--- src/rtl/verinject_sched_pkg.sv ---
// rtl/verinject_sched_pkg.sv - shared types and constants for the injection scheduler
package verinject_sched_pkg;

  localparam logic [31:0] VERINJECT_IDLE_STATE = 32'hFFFF_FFFF;
  localparam int          ENTRY_W              = 64;

  typedef enum logic [1:0] {
    ST_IDLE    = 2'd0,
    ST_RUNNING = 2'd1,
    ST_DONE    = 2'd2
  } sched_state_e;

  // One schedule entry: target cycle in the upper word, bit index in the lower.
  typedef struct packed {
    logic [31:0] cycle;
    logic [31:0] index;
  } sched_entry_t;

  function automatic logic [15:0] sat_inc16(input logic [15:0] v);
    return (v == 16'hFFFF) ? v : v + 16'd1;
  endfunction

  function automatic logic [31:0] sat_inc32(input logic [31:0] v);
    return (v == 32'hFFFF_FFFF) ? v : v + 32'd1;
  endfunction

endpackage

--- src/rtl/verinject_sched_fifo.sv ---
// rtl/verinject_sched_fifo.sv - DEPTH x 64 schedule FIFO with flush
module verinject_sched_fifo
  import verinject_sched_pkg::*;
#(
  parameter int DEPTH      = 8,
  parameter int DEPTH_LOG2 = 3
) (
  input  logic         clock,
  input  logic         reset_n,
  input  logic         push,
  input  sched_entry_t push_data,
  input  logic         pop,
  input  logic         flush,
  output sched_entry_t head,
  output logic         empty,
  output logic         full
);

  // Extra MSB on each pointer distinguishes full from empty when the low bits match.
  logic [DEPTH_LOG2:0] wptr_q;
  logic [DEPTH_LOG2:0] rptr_q;
  sched_entry_t        mem_q [DEPTH];

  assign empty = (wptr_q == rptr_q);
  assign full  = (wptr_q[DEPTH_LOG2] != rptr_q[DEPTH_LOG2]) &&
                 (wptr_q[DEPTH_LOG2-1:0] == rptr_q[DEPTH_LOG2-1:0]);
  assign head  = mem_q[rptr_q[DEPTH_LOG2-1:0]];

  // Storage array is not reset; only the pointers define validity.
  always_ff @(posedge clock) begin
    if (push && !full && !flush) begin
      mem_q[wptr_q[DEPTH_LOG2-1:0]] <= push_data;
    end
  end

  // Pointer update; flush empties the FIFO and wins over push and pop.
  always_ff @(posedge clock or negedge reset_n) begin
    if (!reset_n) begin
      wptr_q <= '0;
      rptr_q <= '0;
    end else if (flush) begin
      wptr_q <= '0;
      rptr_q <= '0;
    end else begin
      if (push && !full) begin
        wptr_q <= wptr_q + (DEPTH_LOG2+1)'(1);
      end
      if (pop && !empty) begin
        rptr_q <= rptr_q + (DEPTH_LOG2+1)'(1);
      end
    end
  end

endmodule

--- src/rtl/verinject_injection_scheduler.sv ---
// rtl/verinject_injection_scheduler.sv - replays a (cycle, bit-index) list onto the injector bus
module verinject_injection_scheduler
  import verinject_sched_pkg::*;
#(
  parameter int DEPTH      = 8,
  parameter int DEPTH_LOG2 = 3
) (
  input  logic        clock,
  input  logic        reset_n,
  input  logic        push_valid,
  output logic        push_ready,
  input  logic [31:0] push_cycle,
  input  logic [31:0] push_index,
  input  logic        start,
  input  logic        abort,
  output logic [31:0] verinject__injector_state,
  output logic [31:0] cycle_count,
  output logic        busy,
  output logic        done,
  output logic [15:0] fired_count,
  output logic [15:0] late_count
);

  sched_state_e state_q;
  logic [31:0]  cycle_q;
  logic [31:0]  inj_q;
  logic [15:0]  fired_q;
  logic [15:0]  late_q;

  sched_entry_t push_entry;
  sched_entry_t head;
  logic         fifo_empty;
  logic         fifo_full;
  logic         push_hs;
  logic         push_wr;
  logic         fire;
  logic         fire_late;
  logic [31:0]  cycle_d;
  logic [15:0]  fired_d;
  logic [15:0]  late_d;

  // push_ready depends only on the registered pointers, so a same-cycle pop
  // cannot reopen the slot until the following cycle.
  assign push_ready = !fifo_full;
  assign push_hs    = push_valid && push_ready && !abort;
  assign push_wr    = push_hs && (push_index != VERINJECT_IDLE_STATE);
  assign push_entry = '{cycle: push_cycle, index: push_index};

  // Head is due when its target cycle has been reached; strictly past means late.
  assign fire      = (state_q == ST_RUNNING) && !fifo_empty && !abort &&
                     (head.cycle <= cycle_q);
  assign fire_late = fire && (head.cycle < cycle_q);

  assign cycle_d = sat_inc32(cycle_q);
  assign fired_d = sat_inc16(fired_q);
  assign late_d  = fire_late ? sat_inc16(late_q) : late_q;

  verinject_sched_fifo #(
    .DEPTH      (DEPTH),
    .DEPTH_LOG2 (DEPTH_LOG2)
  ) u_fifo (
    .clock     (clock),
    .reset_n   (reset_n),
    .push      (push_wr),
    .push_data (push_entry),
    .pop       (fire),
    .flush     (abort),
    .head      (head),
    .empty     (fifo_empty),
    .full      (fifo_full)
  );

  // Scheduler FSM with registered bus, cycle counter and statistics.
  always_ff @(posedge clock or negedge reset_n) begin
    if (!reset_n) begin
      state_q <= ST_IDLE;
      cycle_q <= '0;
      inj_q   <= VERINJECT_IDLE_STATE;
      fired_q <= '0;
      late_q  <= '0;
    end else if (abort) begin
      state_q <= ST_IDLE;
      cycle_q <= '0;
      inj_q   <= VERINJECT_IDLE_STATE;
      fired_q <= '0;
      late_q  <= '0;
    end else begin
      inj_q <= VERINJECT_IDLE_STATE;
      case (state_q)
        ST_IDLE: begin
          cycle_q <= '0;
          if (start) begin
            state_q <= ST_RUNNING;
            fired_q <= '0;
            late_q  <= '0;
          end
        end
        ST_RUNNING: begin
          cycle_q <= cycle_d;
          if (fire) begin
            inj_q   <= head.index;
            fired_q <= fired_d;
            late_q  <= late_d;
          end
          if (fifo_empty) begin
            state_q <= ST_DONE;
          end
        end
        ST_DONE: begin
          if (start) begin
            state_q <= ST_IDLE;
            cycle_q <= '0;
          end else if (push_wr) begin
            state_q <= ST_RUNNING;
          end
        end
        default: begin
          state_q <= ST_IDLE;
          cycle_q <= '0;
        end
      endcase
    end
  end

  assign verinject__injector_state = inj_q;
  assign cycle_count               = cycle_q;
  assign busy                      = (state_q == ST_RUNNING);
  assign done                      = (state_q == ST_DONE);
  assign fired_count               = fired_q;
  assign late_count                = late_q;

endmodule
--- config.mk ---
export PLATFORM = sky130hd
export DESIGN_NAME = verinject_injection_scheduler
export DESIGN_NICKNAME = d
export VERILOG_FILES = /design/src/rtl/verinject_sched_pkg.sv /design/src/rtl/verinject_sched_fifo.sv /design/src/rtl/verinject_injection_scheduler.sv
export SDC_FILE = /design/constraint.sdc
export NUM_CORES = 1
export LEC_CHECK = 0
export ABC_AREA = 1
export BUFFER_PORTS_ARGS = -buffer_cell sky130_fd_sc_hd__buf_2
export CAP_MARGIN = 10
export CORE_ASPECT_RATIO = 0.9
export CORE_UTILIZATION = 35
export DETAILED_ROUTE_END_ITERATION = 8
export REMOVE_ABC_BUFFERS = 1
export SYNTH_ARGS = -nofsm -noshare
export SYNTH_HDL_FRONTEND = slang
export SYNTH_SLANG_ARGS = --single-unit
--- constraint.sdc ---
create_clock -name clock -period 12.25 [get_ports clock]
set_input_delay 1.225 -clock clock [delete_from_list [all_inputs] [get_ports clock]]
set_output_delay 1.225 -clock clock [all_outputs]
set_load 0.01 [all_outputs]
==> Word level (Yosys, flattened, before mapping) <==
Memories as Yosys holds them, arrays and structs flattened.
Cells that the tools add are included.
Widths: inputs -> output; s select.
{ "word_totals": {"register_bits": 106, "ramBits": 512, "out_inout_bits": 99, "word_cells": 84, "n_memories": 1} }
{ "op_classes": {"n_addsub": 5, "n_lt_le_gt_ge": 2, "eq_ne": 18, "muxes": 29, "reduce_logical": 22} }
{ "mem_list": {"columns": ["memory", "words", "width", "read_ports", "rd_ports_with_merged_regs", "write_ports", "line_no", "source"], "rows": [
  ["u_fifo.mem_q", 8, 64, 1, 0, 1, "verinject_sched_fifo.sv:22", "sched_entry_t mem_q [DEPTH];"]
]} }
{ "op_table": {"columns": ["op", "count"], "rows": [
  ["$mux 32", 6],
  ["$mux 16", 8],
  ["$pmux 16 s2", 2],
  ["$pmux 32 s2", 1],
  ["$add 16x1->16 const B", 2],
  ["$add 32x1->32 const B", 1],
  ["$eq 16x16->1 const B", 2],
  ["$eq 32x32->1 const B", 1],
  ["$le 32x32->1", 1],
  ["$lt 32x32->1", 1],
  ["$ne 32x32->1 const B", 1],
  ["$mux 4", 4],
  ["$ne 3x3->1 const B", 5],
  ["$logic_and 1x1->1", 11],
  ["$mux 2", 5],
  ["$ne 3x2->1 const B", 3],
  ["$add 4x1->4 const B", 2],
  ["$pmux 2 s3", 1],
  ["$reduce_and 5->1", 1],
  ["$eq 4x4->1", 1],
  ["$ne 4x3->1 const B", 1],
  ["$reduce_and 4->1", 1],
  ["$reduce_bool 2->1", 2],
  ["$eq 3x3->1", 1],
  ["9 further kinds", 12]
]} }

==> Depth between registers and ports, before layout <==
Gate-level depths: netlist (run 1).
{ "depth": {"ltp_word": 10, "mapped_depth": 26, "ltp_nobuf": 21} }

==> Modules after synthesis <==
A second synthesis (run 1) with hierarchy kept.
{ "unflattened": {"cells_unflattened": 2320, "area_unflattened_um2": 26544.2} }
{ "by_module_without_submodules": {"columns": ["module", "n_inst", "cells_each", "area_each_um2", "seq_area_each_um2"], "rows": [
  ["verinject_sched_fifo", 1, 1537, 20417.1, 15574.9],
  ["verinject_injection_scheduler", 1, 783, 6127.1, 2492.4]
]} }

==> Worst setup path after synthesis (run 1) <==
Ideal clock, no wire load.
{ "synth_path": {"path_kind": "input -> register", "startpoint": "input port abort", "endpoint": "memory u_fifo.mem_q[0][0] (netlist bit) (enable)", "t_arrival_ns": 4.720, "required_ns": 11.764, "path_slack_ns": 7.044, "path_stages": 5, "n_path_buf": 1, "path_cell_list": "buf_2 inv_2 nand3_1 or2_2 nor2_1"} }
{ "synth_between": {"elab_chain_len": 7} }
{ "synth_lines": {"columns": ["element", "line_no", "source"], "rows": [
  ["from (decl)", "verinject_injection_scheduler.sv:15", "input logic abort,"],
  ["$logic_not 1->1 *", "verinject_sched_fifo.sv:31, verinject_injection_scheduler.sv:45", null],
  ["$logic_and 1x1->1", "verinject_injection_scheduler.sv:45", "assign push_hs = push_valid && push_ready && !abort;"],
  ["$logic_and 1x1->1", "verinject_injection_scheduler.sv:46", "assign push_wr = push_hs && (push_index != VERINJECT_IDLE_STATE);"],
  ["$logic_and 1x1->1", "verinject_sched_fifo.sv:31", "if (push && !full && !flush) begin"],
  ["$logic_and 1x1->1 *", "verinject_sched_fifo.sv:31", null],
  ["$mux 1 *", "verinject_sched_fifo.sv:31", null],
  ["$mux 1 (implied by the code) *", "verinject_sched_fifo.sv:32", "mem_q[wptr_q[DEPTH_LOG2-1:0]] <= push_data;"],
  ["to (decl)", "verinject_sched_fifo.sv:22", null]
]} }
Every way passes the cells marked *; elsewhere a longest branch is shown, timed or not.

==> Worst setup path in the final report (run 1) <==
{ "layout_path": {"startpoint": "register u_fifo.rptr_q[0]", "endpoint": "register inj_q[16] (netlist: verinject__injector_state[16])"} }
{ "layout_between": {"elab_chain_len": 8} }
{ "layout_lines": {"columns": ["element", "line_no", "source"], "rows": [
  ["from (decl)", "verinject_sched_fifo.sv:21", "logic [DEPTH_LOG2:0] rptr_q;"],
  ["from (signal assigned)", "verinject_sched_fifo.sv:49", "rptr_q <= rptr_q + (DEPTH_LOG2+1)'(1);"],
  ["branches (longest 5 deep; another with $mem_v2 8x64)", null, null],
  ["$mux 32 *", "verinject_injection_scheduler.sv:100", "if (fire) begin"],
  ["$mux 32 *", "verinject_injection_scheduler.sv:89", "case (state_q)"],
  ["$mux 32 *", "verinject_injection_scheduler.sv:81", "end else if (abort) begin"],
  ["to (signal assigned)", "verinject_injection_scheduler.sv:101", "inj_q <= head.index;"],
  ["to (decl)", "verinject_injection_scheduler.sv:26", "logic [31:0] inj_q;"]
]} }
Every way passes the cells marked *.
A chain may end at the register's enable or synchronous reset.

==> impl_metrics.py, run 1 <==
metrics = {
    "pwr": {
        "p_per_area_nw_per_um2": 155,
        "peakVddDrop_v": 0.0000822,
        "leakagePower_nw": 10.9,
    },
    "finish": {
        "syn2layout_area_growth_pct": 15.3,
        "final_common_cell": "edfxtp_1",
        "instances_no_fill": 3383,
        "layout-drive-gt1-share_pct": 14.7,
        "finalNetCount": 2472,
        "final_cell_mix": "512 x edfxtp_1, 337 x nand2_1, 307 x nor2_1",
    },
    "worst_hold_path": {
        "hold_start": "late_count[3]",
        "min_path_type": "reg2reg",
        "holdPathEnd": "late_count[3]",
        "min_path_cells": 2,
    },
    "critical_path": {
        "worstReg2RegEnd": "verinject__injector_state[16]",
        "worstPathRequired_ns": 12.72,
        "rrSetupSlack_ns": 6.09,
        "cp_common_cell": "nand2_1",
        "crit_type": "reg2reg",
        "cp.arrival_ns": 6.63,
        "crit_fanout": 112,
        "reg2reg_from": "u_fifo.rptr_q[0]",
        "crit_path_cell_trace": "inv_6 -> buf_4 -> buf_4 -> o21ai_0 -> o22ai_1 -> nor2_1 -> a31oi_1 -> ha_1 -> nand2_1 -> nor2_1 -> nand2_1 -> nand3_1 -> a21oi_1 -> nand2_1 -> nand2_1 -> nand2_1 -> inv_2 -> nand3_1",
        "cp_slowest_stage_delay_ns": 0.82,
        "startpoint_type": "register",
        "reg2reg_depth": 18,
        "crit_slowest_cell": "dfrtp_4",
        "end_kind": "register",
    },
    "sta": {
        "skew_ns": 0.0280,
        "setup_viol": 0,
        "final-hold-violation-count": 0,
        "finalMaxSlewViolations": 0,
        "min_period_ns": 6.16,
        "setup-tns-final_ns": 0,
        "slew_headroom_pct": 23.0,
        "fin_ws_ns": 6.09,
        "timing.fmax_mhz": 162,
        "worstMarginPinSlew_ns": 1.15,
        "post-route-period-util_pct": 50.3,
        "rsz0062_at_grt": "false",
    },
    "drt": {
        "ant_nets": 0,
        "drc": 0,
        "vias": 18300,
        "avgViaCountPerCell": 5.40,
        "wl_met2_um": 32800,
        "drtIter0Drc": 1642,
        "routed.top_layer": "met5",
        "routedWlPerCell_um": 21.0,
        "first_pass_iters": 5,
        "drt_wl_total_um": 70900,
        "wl_met3_um": 4940,
        "wl_met1_um": 31700,
    },
    "run": {
        "max-cap-violations": 0,
    },
    "clock_network": {
        "clkTransAtPathRegs_ns": 0.06,
        "cts_root_buffer": "clkbuf_16",
        "htree_levels": 3,
        "cts_sinks": 618,
        "ctsHoldBuffers": 0,
        "cts_buffer_depth": 3,
        "numCtsBuffers": 67,
        "cts_tree": "built",
        "ctsResizeCount": 0,
        "cts_setup_buffers": 0,
        "clock_latency_ns": 0.61,
    },
    "global_route": {
        "grt_pass1_vias": 17800,
        "grt_pass1_wl_um": 108000,
        "gr-usage-all-layers_pct": 18.5,
        "antenna_found_initial": 16,
        "grt_overflow": 0,
        "grt_max_degree": 113,
    },
    "placed_design": {
        "dp.cells": 3257,
        "dp_hpwl_um": 40300,
        "portBuffers": 167,
        "post-place-ws_ns": 6.19,
        "gp_congestion": 0.900,
    },
    "floorplan": {
        "die_width_um": 290,
        "top_level_ports": 168,
        "rows": 94,
        "die_area_um2": 75800,
        "die_h_um": 261,
        "core_area_um2": 73500,
        "initial_utilization_pct": 35.6,
    },
    "logic_synthesis": {
        "synth_area_per_cell_um2": 11.7,
        "yosys-top-cells-area": "edfxtp_1 59%, dfrtp_1 7.1%, nand2_1 4.8%",
        "ys_types": 46,
        "synth_top_area_cell": "edfxtp_1",
        "netlist.area_leader.share_pct": 58.8,
        "yosys_warnings": 0,
        "synth_cells": 2234,
        "ys_ff_latch": 618,
        "ys_seq_area_share_pct": 69.1,
        "syn-cell-area_um2": 26200,
    },
    "outcome": {
        "outcome": "finished, final reports clean",
    },
}
==> state kept, by name, summed over array words and instances (netlist names) <==
register                   count
u_fifo.mem_q                 512
cycle_count                   32
verinject__injector_state     32
u_fifo.rptr_q                  4
late_count                    16
u_fifo.wptr_q                  4
state_q                        2
fired_count                   16
==> worst max-delay path: cells and delay by family (launching register included) <==
kind / cells / cell delay, ns
compound gates: 4 / 0.83
fa+ha+maj: 1 / 0.30
buf+inv: 4 / 3.00
flops: 1 / 0.82
simple gates: 9 / 0.91
==> synthesized netlist by cell type (all sizes together) <==
cell    count
ha         37
nor4       14
o21ai     150
and3        1
a221o      64
o221ai      1
dfrtp      74
clkbuf     91
nor2      319
buf        32
o21a        1
a31oi      31
or2         2
o32ai       4
dfstp      32
and2        1
xor2       38
edfxtp    512
nor3       46
nand2     340
a21oi     151
o31ai       3
xnor2       2
nand3b      2
nor3b       3
a22oi       1
a21o        1
nand3     107
inv        90
nand4      52
o22ai      32
==> worst max path at each step <==
stage | startpoint | endpoint | slack [ns] | cells after the start
after global placement | u_fifo.rptr_q[0] | fired_count[1] | 6.36 | 19
after CTS | u_fifo.rptr_q[0] | verinject__injector_state[15] | 6.14 | 18
after floorplan | u_fifo.rptr_q[0] | u_fifo.rptr_q[0] | 2.18 | 19
after global routing | u_fifo.rptr_q[0] | fired_count[1] | 5.65 | 19
after detailed placement | u_fifo.rptr_q[0] | verinject__injector_state[10] | 6.19 | 18
final | u_fifo.rptr_q[0] | verinject__injector_state[16] | 6.09 | 18
==> report_power, final <==
group	total [W]	switching [W]	internal, W
clock network	0.00202	0.000837	0.00119
logic	0.000290	0.000218	0.0000722
registers	0.00235	0.0000252	0.00233
total	0.00467	0.00108	0.00359
==> per-layer routing <==
| metal | vias to the layer above | global-route usage [%] |
|---|---|---|
| li1 | 8381 | - |
| met2 | 643 | 29.7 |
| met5 | - | 0 |
| met3 | 126 | 3.61 |
| met4 | 16 | 5.10 |
| met1 | 9114 | 25.6 |
==> cell type report <==
| cell class | instances | area [um2] |
|---|---|---|
| Inverter | 90 | 349 |
| Sequential cell | 618 | 18100 |
| Clock buffer | 82 | 1800 |
| Clock inverter | 39 | 435 |
| Timing Repair Buffer | 186 | 981 |
| Fill cell | 6816 | 43300 |
| Antenna cell | 5 | 12.5 |
| Multi-Input combinational cell | 1403 | 7310 |
| Tap cell | 960 | 1200 |
==> per-stage QoR <==
stage	cell area (um2)	hold WS, ns	total power [W]	utilization, %
floorplan	25700	0.536	0.00255	-
finish	30200	0.558	0.00467	41.0
global route	30200	0.600	0.00483	41.0
CTS	30200	0.557	0.00471	41.0
detailed placement	27900	0.543	0.00268	38.0
global placement	27900	0.525	0.00268	38.0
==> cells by family after synthesis <==
family | synth area share, %
and+or+nand+nor | 14.5
DFF | 69.1
AOI/OAI and AO/OA | 10.1
buffers and inverters | 3.22
xor gates and xnor gates | 1.34
adders and majority gates | 1.77
Note: power is estimated with default switching activity, not from simulation.
==> run 2: changes to the inputs <==
--- a/config.mk
+++ b/config.mk
@@ -5,7 +5,7 @@
 export SDC_FILE = /design/constraint.sdc
 export NUM_CORES = 1
 export LEC_CHECK = 0
-export ABC_AREA = 1
+export ABC_AREA = 0
 export BUFFER_PORTS_ARGS = -buffer_cell sky130_fd_sc_hd__buf_2
 export CAP_MARGIN = 10
 export CORE_ASPECT_RATIO = 0.9
==> constraint.sdc (replaced) <==
create_clock -name clock -period 6.02 [get_ports clock]
set_input_delay 0.602 -clock clock [delete_from_list [all_inputs] [get_ports clock]]
set_output_delay 0.602 -clock clock [all_outputs]
set_load 0.01 [all_outputs]
==> run 2 against run 1 <==
Compared with the run above:
- non-clock buffer count increased by 14
- power increased by 87%
- critical path depth decreased by 7
- sequential power increased by 100%
- worst setup slack got worse by 4.6 ns
- routed wire length decreased by 17%
- register-to-register slack got worse by 4.6 ns
- flip-flop and latch count unchanged
- via count decreased by 27%
- fmax increased by 36%
- final cell count decreased by 24%
- critical path type unchanged
- critical endpoint is now fired_count[8]
- largest cell class unchanged
==> impl_metrics.py, run 2 <==
metrics = {
    "floorplan": {
        "die_width_um": 283,
        "die_area_um2": 72400,
        "die_h_um": 255,
        "top_level_ports": 168,
        "core_area_um2": 70300,
        "initial_utilization_pct": 35.5,
        "rows": 92,
    },
    "global_route": {
        "grt_pass1_wl_um": 88100,
        "gr-usage-all-layers_pct": 16.2,
        "grt_pass1_vias": 13500,
        "antenna_found_initial": 11,
        "grt_max_degree": 65,
        "grt_overflow": 0,
    },
    "logic_synthesis": {
        "syn-cell-area_um2": 25000,
        "synth_area_per_cell_um2": 18.2,
        "synth-edff-count": 512,
        "synth-main-ff-cell": "edfxtp_1",
        "netlist.area_leader.share_pct": 61.6,
        "yosys_warnings": 0,
        "ys_seq_area_share_pct": 72.4,
        "ys_ff_latch": 618,
        "synth-async-reset-ratio_pct": 17.2,
        "yosys-top-cells-area": "edfxtp_1 62%, mux4_2 12%, dfrtp_1 7.4%",
        "ys_top_cells_by_count": "512 x edfxtp_1, 128 x mux4_2, 89 x nand2_1",
        "synth_cells": 1370,
        "yosysMostFrequentCell": "edfxtp_1",
        "synth_top_area_cell": "edfxtp_1",
        "ys_types": 61,
    },
    "clock_network": {
        "htree_levels": 2,
        "clkTransAtPathRegs_ns": 0.06,
        "cts_sinks": 618,
        "cts_root_buffer": "clkbuf_16",
        "cts_setup_buffers": 0,
        "ctsHoldBuffers": 0,
        "numCtsBuffers": 59,
        "cts_buffer_depth": 3,
        "cts_tree": "built",
        "clock_latency_ns": 0.64,
        "ctsResizeCount": 0,
    },
    "sta": {
        "skew_ns": 0.0328,
        "timing.fmax_mhz": 220,
        "min_period_ns": 4.54,
        "final-hold-violation-count": 0,
        "rsz0062_at_grt": "false",
        "post-route-period-util_pct": 75.4,
        "slew_headroom_pct": 28.8,
        "worstMarginPinSlew_ns": 1.07,
        "holdWs_ns": 0.131,
        "finalMaxSlewViolations": 0,
        "setup_viol": 0,
    },
    "drt": {
        "vias": 13400,
        "drt_wl_total_um": 58800,
        "drtIter0Drc": 1076,
        "routedWlPerCell_um": 23.0,
        "avgViaCountPerCell": 5.21,
        "first_pass_iters": 6,
        "drc": 0,
        "ant_nets": 0,
    },
    "run": {
        "max-cap-violations": 0,
    },
    "finish": {
        "final_cell_mix": "512 x edfxtp_1, 166 x buf_2, 128 x mux4_2",
        "largest_reg_flops": 512,
        "multi_input_area_um2": 6570,
        "final_common_cell": "edfxtp_1",
        "instances_no_fill": 2562,
        "num-fill-cells": 6278,
        "final_cell_area_um2": 29100,
        "finalNetCount": 1675,
        "regArea_um2": 18100,
        "syn2layout_area_growth_pct": 16.4,
        "layout-drive-gt1-share_pct": 30.7,
    },
    "critical_path": {
        "rrSetupSlack_ns": 1.48,
        "worstReg2RegEnd": "fired_count[8]",
        "crit_type": "reg2reg",
        "worstPathRequired_ns": 6.48,
        "crit_fanout": 43,
        "reg2reg_from": "u_fifo.rptr_q[1]",
        "end_kind": "register",
        "critPathLaunch": "u_fifo.rptr_q[1]",
        "startpoint_type": "register",
        "reg2reg_depth": 11,
        "cp.arrival_ns": 5.00,
    },
    "pwr": {
        "pwr-share-clk_pct": 42.3,
        "p_seq_share_pct": 54.1,
        "power_switching_w": 0.00183,
        "leakagePower_nw": 9.60,
        "peakVddDrop_v": 0.000233,
        "p_sw_share_pct": 21.0,
        "report.power.total_w": 0.00872,
        "p_per_area_nw_per_um2": 300,
        "p_comb_share_pct": 3.5,
        "power.internal_w": 0.00688,
    },
    "placed_design": {
        "placed_cell_area_um2": 27100,
        "dp.cells": 2448,
        "dp_hpwl_um": 35300,
        "gp_congestion": 0.830,
        "portBuffers": 167,
    },
    "worst_hold_path": {
        "min_path_type": "in2async",
    },
    "outcome": {
        "outcome": "finished, final reports clean",
    },
}
[run 2: cell types whose count changed after synthesis, moves of 48 or more]
cell	delta
nand3_1	-86
nand2_1	-248
mux4_2	+128
nor2_1	-258
clkbuf_1	-48
a21oi_1	-127
a221o_1	-64
o21ai_0	-119
[run 2: power groups by stage]
stage	registers, W	clock network, W	logic [W]
after floorplan	0.00482	0	0.000148
after global placement	0.00480	0	0.000300
after detailed placement	0.00481	0	0.000311
after CTS	0.00472	0.00379	0.000312
after global routing	0.00472	0.00395	0.000339
final	0.00472	0.00369	0.000308
[run 2: metal layers]
layer	vias to the layer above	track usage, %	share of wire (%)
met2	432	25.4	47
met4	6	3.74	1.8
li1	5870	-	-
met5	-	0	0.070
met1	6960	23.3	44
met3	84	3.05	6.6
[run 2: critical path: stages, from the launching register on]
cell and delay [ns]:
dfrtp_4 0.87, buf_4 0.39, mux4_2 0.35, mux2_2 0.30, ha_1 0.32, nand4_1 0.18
or4_1 0.57, o21ai_1 0.15, a31oi_1 0.13, nor2_4 0.70, a41o_1 0.28, a31oi_1 0.09
[run 2: layout make-up]
type / instances / area share [%]
diodes: 4 / 0.0344
clock inverters: 26 / 1.12
repair buffers: 200 / 4.04
multi-input cells: 655 / 22.6
flip-flops and latches: 618 / 62.2
well taps: 940 / 4.05
inverters: 35 / 0.452
clock buffers: 84 / 5.51
[run 2: through the flow]
stage | util (%) | setup TNS, ns | setup slack, ns
floorplan | - | -2072.34 | -5.09
global placement | 38.6 | 0 | 1.61
detailed placement | 38.6 | 0 | 1.48
CTS | 41.3 | 0 | 1.47
global route | 41.3 | 0 | 1.13
finish | 41.3 | 0 | 1.48
[run 2: worst max path at each step]
stage | depth (start not counted) | end | slack (ns)
final | 11 | fired_count[8] | 1.48
after global routing | 11 | late_count[14] | 1.13
after CTS | 11 | fired_count[8] | 1.47
after detailed placement | 11 | fired_count[8] | 1.48
after global placement | 11 | fired_count[8] | 1.61
after floorplan | 6 | u_fifo.mem_q[2][0] | -5.09
[run 2: cells by family after synthesis]
family,count (synthesis),share of synthesized area (%)
AOI/OAI and AO/OA,104,2.80
xor gates and xnor gates,33,1.16
adders and majority gates,37,1.85
buffers and inverters,97,1.49
DFF,618,72.4
muxes,206,14.8
and+or+nand+nor,275,5.47
==> run 3: changes to the inputs <==
==> constraint.sdc (replaced) <==
create_clock -name clock -period 4.26 [get_ports clock]
set_input_delay 0.426 -clock clock [delete_from_list [all_inputs] [get_ports clock]]
set_output_delay 0.426 -clock clock [all_outputs]
set_load 0.01 [all_outputs]
==> run 3 against run 2 <==
Compared with the run above:
- flip-flop and latch count did not move
- sequential power rose by 41%
- global-route usage rose by 0.34 points
- die area did not move
- hold slack got worse by 0.083 ns
- fmax rose by 16%
- clock skew rose by 0.0065 ns
- utilization rose by 0.62 points
- via count rose by 0.53%
- critical path depth rose by 2
- final cell count rose by 0.55%
- critical path type unchanged
==> impl_metrics.py, run 3 (synthesis gave the netlist of run 2 again) <==
metrics = {
    "outcome": {
        "outcome": "finished, final reports clean",
    },
    "clock_network": {
        "ctsResizeCount": 0,
        "cts_root_buffer": "clkbuf_16",
        "clock_latency_ns": 0.64,
        "cts_buffer_depth": 3,
        "htree_levels": 2,
        "ctsHoldBuffers": 1,
        "numCtsBuffers": 59,
        "cts_tree": "built",
        "cts_sinks": 618,
        "clkTransAtPathRegs_ns": 0.06,
        "cts_setup_buffers": 0,
    },
    "critical_path": {
        "worstPathRequired_ns": 4.74,
        "path_depth": 13,
        "crit_type": "reg2reg",
        "end_kind": "register",
        "path_buf_inv": 3,
        "crit_family": "simple AND/OR/NAND/NOR gates",
        "crit_slowest_cell": "or4_1",
        "cp.arrival_ns": 4.41,
        "cp_common_cell": "buf_4",
        "cp_slowest_stage_delay_ns": 0.57,
        "startpoint_type": "register",
        "crit_path_cell_trace": "buf_12 -> mux4_2 -> mux2_2 -> ha_1 -> nand4_1 -> or4_1 -> o21ai_1 -> a31oi_1 -> buf_4 -> nor2_4 -> buf_4 -> mux2i_1 -> nor2_1",
        "reg2reg_depth": 13,
        "crit_fanout": 25,
    },
    "finish": {
        "num-fill-cells": 6189,
        "final_common_cell": "edfxtp_1",
        "finalNetCount": 1693,
        "syn2layout_area_growth_pct": 18.2,
        "regArea_um2": 18100,
        "largest_reg_flops": 512,
        "layout-drive-gt1-share_pct": 32.4,
        "multi_input_area_um2": 6570,
        "final_cell_mix": "512 x edfxtp_1, 166 x buf_2, 128 x mux4_2",
    },
    "sta": {
        "finalMaxSlewViolations": 0,
        "final-hold-violation-count": 0,
        "setup_viol": 0,
        "skew_ns": 0.0393,
        "min_period_ns": 3.93,
        "worstMarginPinSlew_ns": 0.945,
        "post-route-period-util_pct": 92.3,
        "timing.fmax_mhz": 254,
        "holdWs_ns": 0.0478,
        "setup-tns-final_ns": 0,
        "rsz0062_at_grt": "false",
        "slew_headroom_pct": 37.0,
    },
    "global_route": {
        "grt_max_degree": 59,
        "antenna_found_initial": 8,
        "gr-usage-met2_pct": 26.0,
        "grt_pass1_vias": 13700,
        "grt_pass1_wl_um": 89600,
        "gr-usage-all-layers_pct": 16.5,
        "use_met3_pct": 3.17,
        "grt_overflow": 0,
        "gr-max-usage-layer": "met2",
        "grt_use_met1_pct": 23.7,
    },
    "floorplan": {
        "rows": 92,
        "core_area_um2": 70300,
        "top_level_ports": 168,
        "initial_utilization_pct": 35.5,
        "die_width_um": 283,
        "die_h_um": 255,
        "die_area_um2": 72400,
    },
    "pwr": {
        "peakVddDrop_v": 0.000342,
        "p_per_area_nw_per_um2": 433,
        "leakagePower_nw": 9.84,
    },
    "placed_design": {
        "portBuffers": 167,
        "gp_congestion": 0.832,
        "dp_hpwl_um": 36400,
    },
    "drt": {
        "drtIter0Drc": 1138,
        "ant_nets": 0,
        "first_pass_iters": 5,
        "routedWlPerCell_um": 23.2,
        "drc": 0,
        "vias": 13400,
        "avgViaCountPerCell": 5.21,
        "drt_wl_total_um": 59700,
    },
    "run": {
        "max-cap-violations": 0,
    },
    "worst_hold_path": {
        "min_path_cells": 1,
        "min_path_type": "in2reg",
    },
}
==> run 3: cell types whose count changed in the layout (fill, tap and decap cells not counted), moves of 2 or more <==
cell       change
clkinv_2       +5
inv_6          +3
buf_12         +8
bufinv_16      +3
clkbuf_16      +6
buf_4          +9
clkinv_1       -2
clkbuf_1      -17
==> run 3: metrics by stage <==
stage	instance area, um2	setup slack, ns	power, W	util [%]	instances
after floorplan	24700	-6.85	0.00702	-	1308
after global placement	27400	0.354	0.00723	38.9	2465
after detailed placement	27400	0.328	0.00725	38.9	2465
after CTS	29500	0.306	0.0129	41.9	2573
after global routing	29500	0.122	0.0132	41.9	2574
final	29500	0.330	0.0128	41.9	2576
==> run 3: power breakdown <==
group,internal (W),switching (W),leakage [nW]
registers,0.00664,0.0000281,5.99
clock network,0.00332,0.00233,1.04
logic,0.000161,0.000284,2.81
==> run 3: path summary, 6_finish.rpt <==
kind | start | end | slack, ns
worst max-delay path | u_fifo.rptr_q[0] | u_fifo.rptr_q[1] | 0.33
worst min-delay path | push_cycle[18] | u_fifo.mem_q[6][50] | 0.05
worst max register to register | u_fifo.rptr_q[0] | u_fifo.rptr_q[1] | 0.33
worst min register to register | cycle_count[5] | cycle_count[5] | 0.52
max in group asynchronous | reset_n | u_fifo.rptr_q[1] | 2.86
min in group asynchronous | reset_n | late_count[7] | 0.16
==> run 3: per-layer routing <==
layer  vias up  share of wire (%)
met3        88                6.1
met5         -               0.11
met4        10                1.9
met1      7007                 45
met2       408                 47
li1       5910                  -
==> run 3: worst register-to-register path, stage by stage (launching register included) <==
cell,delay (ns)
dfrtp_4,0.50
buf_12,0.25
mux4_2,0.54
mux2_2,0.28
ha_1,0.32
nand4_1,0.19
or4_1,0.57
o21ai_1,0.14
a31oi_1,0.09
buf_4,0.20
nor2_4,0.26
buf_4,0.23
mux2i_1,0.19
nor2_1,0.05
==> run 3: area by class of cell <==
| type | count | share of cell area (%) |
|---|---|---|
| flip-flops and latches | 618 | 61.3 |
| multi-input cells | 655 | 22.3 |
| clock buffers | 73 | 5.72 |
| repair buffers | 218 | 4.78 |
| well taps | 940 | 3.99 |
| clock inverters | 34 | 1.49 |
| inverters | 35 | 0.445 |
| diodes | 3 | 0.0254 |
